[src/rtl/i2s_pkg.sv]
// Shared I2S link definitions: default sample width, channel encoding of ws,
// and the receiver framing states.
package i2s_pkg;
    localparam int   I2S_DATA_W = 16;
    localparam logic WS_LEFT    = 1'b0;
    localparam logic WS_RIGHT   = 1'b1;

    typedef enum logic [1:0] {
        HUNT  = 2'd0,
        LEFT  = 2'd1,
        RIGHT = 2'd2
    } rx_state_t;
endpackage

[src/rtl/i2s_rx_sync_edge.sv]
// Multi-flop synchronizer for one asynchronous input, plus a one-cycle pulse
// on each rising transition of the synchronized value.
module sync_edge #(
    parameter int SYNC_STAGES = 2
) (
    input  logic clk,
    input  logic rst,
    input  logic i_async,
    output logic o_sync,
    output logic o_rise
);
    logic [SYNC_STAGES-1:0] r_sync;
    logic                   r_prev;

    always_ff @(posedge clk or posedge rst) begin
        if (rst) begin
            r_sync <= '0;
            r_prev <= 1'b0;
        end else begin
            r_sync <= {r_sync[SYNC_STAGES-2:0], i_async};
            r_prev <= r_sync[SYNC_STAGES-1];
        end
    end

    assign o_sync = r_sync[SYNC_STAGES-1];
    assign o_rise = o_sync & ~r_prev;
endmodule

[src/rtl/i2s_rx.sv]
// I2S slave receiver: oversamples sck/ws/sd in the clk domain and rebuilds
// MSB-first, one-bit-delayed channel words into parallel stereo pairs.
module i2s_rx
    import i2s_pkg::*;
#(
    parameter int DATA_W      = I2S_DATA_W,
    parameter int SYNC_STAGES = 2,
    parameter int MAX_SLOT    = 32
) (
    input  logic              clk,
    input  logic              rst,
    input  logic              sck,
    input  logic              ws,
    input  logic              sd,
    output logic [DATA_W-1:0] left,
    output logic [DATA_W-1:0] right,
    output logic              valid,
    output logic              frame_err
);
    localparam int                CNT_W    = $clog2(MAX_SLOT + 1);
    localparam logic [CNT_W-1:0]  CNT_MAX  = CNT_W'(MAX_SLOT);
    localparam logic [CNT_W-1:0]  CNT_LAST = CNT_W'(MAX_SLOT - 1);

    logic              w_sck_rise;
    logic              w_ws;
    logic              w_sd;
    logic              w_unused_sck_sync;
    logic              w_unused_ws_rise;
    logic              w_unused_sd_rise;
    logic              w_ws_edge;
    logic              w_short;
    logic [DATA_W-1:0] w_shift_next;

    rx_state_t         r_state;
    logic              r_ws_prev;
    logic [CNT_W-1:0]  r_bit_cnt;
    logic [DATA_W-1:0] r_shift;
    logic [DATA_W-1:0] r_left_buf;
    logic [DATA_W-1:0] r_left;
    logic [DATA_W-1:0] r_right;
    logic              r_valid;
    logic              r_frame_err;

    sync_edge #(.SYNC_STAGES(SYNC_STAGES)) u_sync_sck (
        .clk(clk), .rst(rst), .i_async(sck), .o_sync(w_unused_sck_sync), .o_rise(w_sck_rise)
    );
    sync_edge #(.SYNC_STAGES(SYNC_STAGES)) u_sync_ws (
        .clk(clk), .rst(rst), .i_async(ws), .o_sync(w_ws), .o_rise(w_unused_ws_rise)
    );
    sync_edge #(.SYNC_STAGES(SYNC_STAGES)) u_sync_sd (
        .clk(clk), .rst(rst), .i_async(sd), .o_sync(w_sd), .o_rise(w_unused_sd_rise)
    );

    assign w_ws_edge = w_ws ^ r_ws_prev;
    // bit_cnt counts non-edge rises; the edge rise adds one more captured bit.
    assign w_short   = (int'(r_bit_cnt) < DATA_W - 1);

    always_comb begin
        w_shift_next = r_shift;
        for (int i = 0; i < DATA_W; i++) begin
            if (int'(r_bit_cnt) == DATA_W - 1 - i) begin
                w_shift_next[i] = w_sd;
            end
        end
    end

    always_ff @(posedge clk or posedge rst) begin
        if (rst) begin
            r_state     <= HUNT;
            r_ws_prev   <= 1'b0;
            r_bit_cnt   <= '0;
            r_shift     <= '0;
            r_left_buf  <= '0;
            r_left      <= '0;
            r_right     <= '0;
            r_valid     <= 1'b0;
            r_frame_err <= 1'b0;
        end else begin
            r_valid     <= 1'b0;
            r_frame_err <= 1'b0;
            if (w_sck_rise) begin
                r_ws_prev <= w_ws;
                if (w_ws_edge) begin
                    r_shift   <= '0;
                    r_bit_cnt <= '0;
                    case (r_state)
                        HUNT: begin
                            if (w_ws == WS_LEFT) r_state <= LEFT;
                        end
                        LEFT: begin
                            if (w_ws == WS_RIGHT) begin
                                r_left_buf  <= w_shift_next;
                                r_frame_err <= w_short;
                                r_state     <= RIGHT;
                            end
                        end
                        RIGHT: begin
                            if (w_ws == WS_LEFT) begin
                                r_left      <= r_left_buf;
                                r_right     <= w_shift_next;
                                r_valid     <= 1'b1;
                                r_frame_err <= w_short;
                                r_state     <= LEFT;
                            end
                        end
                        default: r_state <= HUNT;
                    endcase
                end else begin
                    r_shift <= w_shift_next;
                    if (r_bit_cnt != CNT_MAX) r_bit_cnt <= r_bit_cnt + 1'b1;
                    // Overlong slot: report once and drop the partial pair.
                    if (r_bit_cnt == CNT_LAST && r_state != HUNT) begin
                        r_frame_err <= 1'b1;
                        r_state     <= HUNT;
                    end
                end
            end
        end
    end

    assign left      = r_left;
    assign right     = r_right;
    assign valid     = r_valid;
    assign frame_err = r_frame_err;
endmodule
[config.mk]
export PLATFORM = sky130hd
export DESIGN_NAME = i2s_rx
export DESIGN_NICKNAME = d
export VERILOG_FILES = /design/src/rtl/i2s_pkg.sv /design/src/rtl/i2s_rx_sync_edge.sv /design/src/rtl/i2s_rx.sv
export SDC_FILE = /design/constraint.sdc
export NUM_CORES = 1
export LEC_CHECK = 0
export BUFFER_PORTS_ARGS = -buffer_cell sky130_fd_sc_hd__buf_2
export CORE_MARGIN = 3
export CORE_UTILIZATION = 45
export CTS_CLUSTER_SIZE = 8
export DETAILED_ROUTE_END_ITERATION = 6
export SETUP_SLACK_MARGIN = 0.4
export SYNTH_ARGS = -nofsm -noshare
export SYNTH_HDL_FRONTEND = slang
export SYNTH_SLANG_ARGS = --single-unit
[constraint.sdc]
create_clock -name clk -period 7.82 [get_ports clk]
set_clock_uncertainty 0.2 [all_clocks]
set_input_delay 1.564 -clock clk [delete_from_list [all_inputs] [get_ports clk]]
set_output_delay 1.564 -clock clk [all_outputs]
set_load 0.02 [all_outputs]
==> impl_summary.log <==
[metrics] result of the run: finished, final reports clean
[metrics] ys flop type: sky130_fd_sc_hd__dfrtp_1
[metrics] dpl cells: 464
[metrics] sum of overflow across all layers after global routing: 0
[metrics] pin count of the biggest net entering global routing: 83
[metrics] PwrDens: 327 mW/mm^2
[metrics] share of final-layout standard cells stronger than drive strength 1: 22.3%
[metrics] latest clock arrival within the worst-skew pair: 0.34 ns
[metrics] commonest non-fill, non-tap cell in the layout: sky130_fd_sc_hd__dfrtp_1
[metrics] commonest non-fill, non-tap cells in the layout: sky130_fd_sc_hd__dfrtp_1, sky130_fd_sc_hd__nand2_1, sky130_fd_sc_hd__buf_2, sky130_fd_sc_hd__a21oi_1, sky130_fd_sc_hd__nor2_1
[metrics] number of sinks on the clock net: 82
[metrics] slack of the worst reg-to-reg path: 4.93 ns
[metrics] Setup Viol. Count Final: 0
[metrics] detailed placer's ending HPWL: 4380 um
[metrics] relative slew slack: 27.2%
[metrics] worst hold slack: 0.155 ns
[metrics] worst r2r dst: r_left_buf[7]
[metrics] fraction of power consumed by sequential logic: 46.4%
[metrics] sequential-to-total area share from yosys stat: 54.7%
[metrics] sw power: 458 uW
[metrics] r2r startpoint: u_sync_ws.r_sync[1]
[metrics] Int Pwr: 903 uW
[metrics] remaining routing DRC violations: 0
[metrics] via/cell ratio: 5.18
[metrics] data arrival time at the worst-slack endpoint: 2.97 ns
[metrics] synthesized area per cell: 10.9 sq um
[metrics] final hold violations: 0
[metrics] floorplan row count: 32
[metrics] via count of the first global-routing pass: 2,406
[metrics] Die Wd: 97.3 um
[metrics] setup repair after global routing missed its margin: no
[metrics] Clock Power Share: 24.5%
[metrics] post-layout utilization of the core: 52.5%
[metrics] YS warnings: 0
[metrics] die area: 0.00947 sq mm
[metrics] depth of the worst register-to-register path: 5
[metrics] number of distinct library cell variants in the gate-level netlist after synthesis: 36
[metrics] hold path endpoint: u_sync_sd.r_sync[1]
[metrics] relative contribution of combinational cells to total power: 29.2%
[metrics] post-detailed-routing wire length: 6720 um
[metrics] area of the mapped netlist: 0.00375 sq mm
[metrics] Syn Inst Count: 343
[metrics] residual antenna-violating net count after detailed routing: 0
[metrics] slew at the pin closest to its max-slew limit: 1.09 ns
[metrics] routed via count: 2,479
[metrics] share of the clock period used by the worst path: 37.0%
[metrics] fraction of registers with async set or reset after synthesis: 100%
[metrics] nets@finish: 386
[metrics] global routing usage summed across all routing layers: 15.3%
[metrics] number of levels in the clock H-tree: 3
[metrics] Detailed Route Iter0 Violations: 231
[metrics] number of buffers inserted by port buffering: 38
[metrics] hold buffers post-CTS: 0
[metrics] detailed-routing iteration count for the pre-antenna-repair pass: 4
[metrics] number of buffers and inverters on the critical path: 1
[metrics] HP Class: flop to flop
[metrics] Critical Path Slowest Stage Cell: sky130_fd_sc_hd__nor3_4
[metrics] hold depth: 0
[metrics] WP depth: 5
[metrics] max-cap check violation count: 0
[metrics] time the final worst path needs with I/O delays and setup: 2.89 ns
[metrics] worst-path maximum fanout: 33
[metrics] number of enable-type register cells in the synthesized netlist: 0
[metrics] clock tree root buffer cell: sky130_fd_sc_hd__clkbuf_8
[metrics] routed wirelength normalized by instance count: 14.0 um
[metrics] placeable core region: 0.00793 sq mm
[metrics] WP data required: 7.90 ns
[metrics] maximum vdd ir drop: 128 uV
[metrics] starting utilization of the core area: 47.3%
[metrics] cell family with most CP delay: simple AND/OR/NAND/NOR gates
[metrics] post-cts repair resize count: 0
[metrics] Cell Count, Final, Fillers Out: 479
[metrics] final max-slew violation count: 0
[metrics] Fill cells: 734
[metrics] CTS tree: yes
[metrics] placer congestion estimate: 0.762
[metrics] maximum clock path buffer count: 2
[metrics] Setup Crit Path Kind: flop to flop
[metrics] Slowest Stage Delay on Critical Path: 1.03 ns
[metrics] Peak Freq: 346 MHz
[metrics] share of total power consumed by net switching: 33.7%
[metrics] DIE HEIGHT: 97.3 um
[metrics] hold path start: u_sync_sd.r_sync[0]
[metrics] Antenna Cells: 0
[metrics] synthesized flop and latch total: 82
[metrics] I/O pin cnt: 39
[metrics] Area Overhead vs Synth: 10.9%
[metrics] clock-pin slew on the worst setup and hold paths: 0.08 ns
[metrics] total leakage power: 2.07 nW
[metrics] Post CTS Setup Buffer Count: 0
[metrics] CP startpoint kind: flop
[metrics] Critical Path, Cell by Cell: inv_1 -> ha_1 -> nor3_4 -> nor2_1 -> a21oi_2
[metrics] wire length of the first global-routing pass: 12,000 um
[metrics] Synthesized Nets: 356
[metrics] initial antenna violation count: 0
[metrics] setup total negative slack: 0 ns
[metrics] number of buffers added by the clock tree synthesis step: 9
[metrics] kind of capture point of the worst setup path: flop
-- how the worst max path moves through the flow --
stage / from / endpoint / slack [ns]
floorplan: rst / frame_err / 3.95
global placement: rst / r_bit_cnt[0] / 5.00
detailed placement: u_sync_ws.r_sync[1] / r_left_buf[13] / 4.94
CTS: u_sync_ws.r_sync[1] / r_left_buf[7] / 4.93
global route: u_sync_ws.r_sync[1] / r_left_buf[8] / 4.64
finish: u_sync_ws.r_sync[1] / r_left_buf[7] / 4.93
-- cell usage after synthesis (4+ instances only) --
master / number / area [sq um]
sky130_fd_sc_hd__nand3_1: 12 / 60.1
sky130_fd_sc_hd__nor2_1: 20 / 75.1
sky130_fd_sc_hd__o21ai_1: 15 / 75.1
sky130_fd_sc_hd__nand2_1: 47 / 176
sky130_fd_sc_hd__mux2i_1: 16 / 160
sky130_fd_sc_hd__dfrtp_1: 82 / 2050
sky130_fd_sc_hd__clkbuf_1: 4 / 15.0
sky130_fd_sc_hd__o211ai_1: 7 / 52.6
sky130_fd_sc_hd__ha_1: 8 / 100
sky130_fd_sc_hd__a21oi_1: 28 / 140
sky130_fd_sc_hd__o22ai_1: 12 / 75.1
sky130_fd_sc_hd__nor2b_1: 4 / 25.0
sky130_fd_sc_hd__buf_6: 7 / 78.8
sky130_fd_sc_hd__nand3_2: 4 / 40.0
sky130_fd_sc_hd__buf_2: 10 / 50.1
sky130_fd_sc_hd__o21ai_0: 8 / 40.0
sky130_fd_sc_hd__inv_1: 18 / 67.6
sky130_fd_sc_hd__mux2_4: 16 / 240
-- through the flow --
step                      setup WS [ns]  power [mW]  cell area, sq um
after floorplan                    3.95       0.932              3750
after global placement             5.00        1.03              3940
after detailed placement           4.94        1.04              3940
after CTS                          4.93        1.38              4160
after global routing               4.64        1.46              4160
final                              4.93        1.36              4160
-- kinds of logic after synthesis --
group,Yosys count,synth area share (%)
AO/OA/AOI/OAI,78,12.0
adder cells (fa/ha/maj),8,2.67
flip-flops,82,54.7
AND/OR/NAND/NOR,103,14.1
multiplexers,32,10.7
buffers and inverters,40,5.84
-- flip-flops by register name (all words and copies together) (netlist names) --
register,count
valid,1
right,16
u_sync_ws.r_sync,2
r_shift,16
r_state,2
frame_err,1
r_left_buf,16
u_sync_sd.r_sync,2
left,16
u_sync_sck.r_sync,2
r_bit_cnt,6
r_ws_prev,1
u_sync_sck.r_prev,1
-- power groups by stage --
| stage | registers (mW) | clock network [mW] | logic [mW] |
|---|---|---|---|
| floorplan | 0.667 | 0 | 0.265 |
| global placement | 0.636 | 0 | 0.392 |
| detailed placement | 0.642 | 0 | 0.400 |
| CTS | 0.633 | 0.344 | 0.403 |
| global route | 0.652 | 0.362 | 0.449 |
| finish | 0.631 | 0.333 | 0.397 |
-- per-layer routing --
metal,wire (um),GRT usage (%)
met4,96,4.79
met3,259,3.80
met2,2920,22.8
met1,3450,22.1
met5,0,0
-- area by class of cell --
type	count	area, sq um	share of cell area [%]
multi-input combinational	221	1480	35.6
timing repair buffer	41	213	5.11
sequential	82	2050	49.3
clock buffer	11	141	3.40
inverter	18	68.8	1.65
tap	102	128	3.07
clock inverter	4	76.3	1.83
No activity file was read; power rests on OpenSTA's default activity.
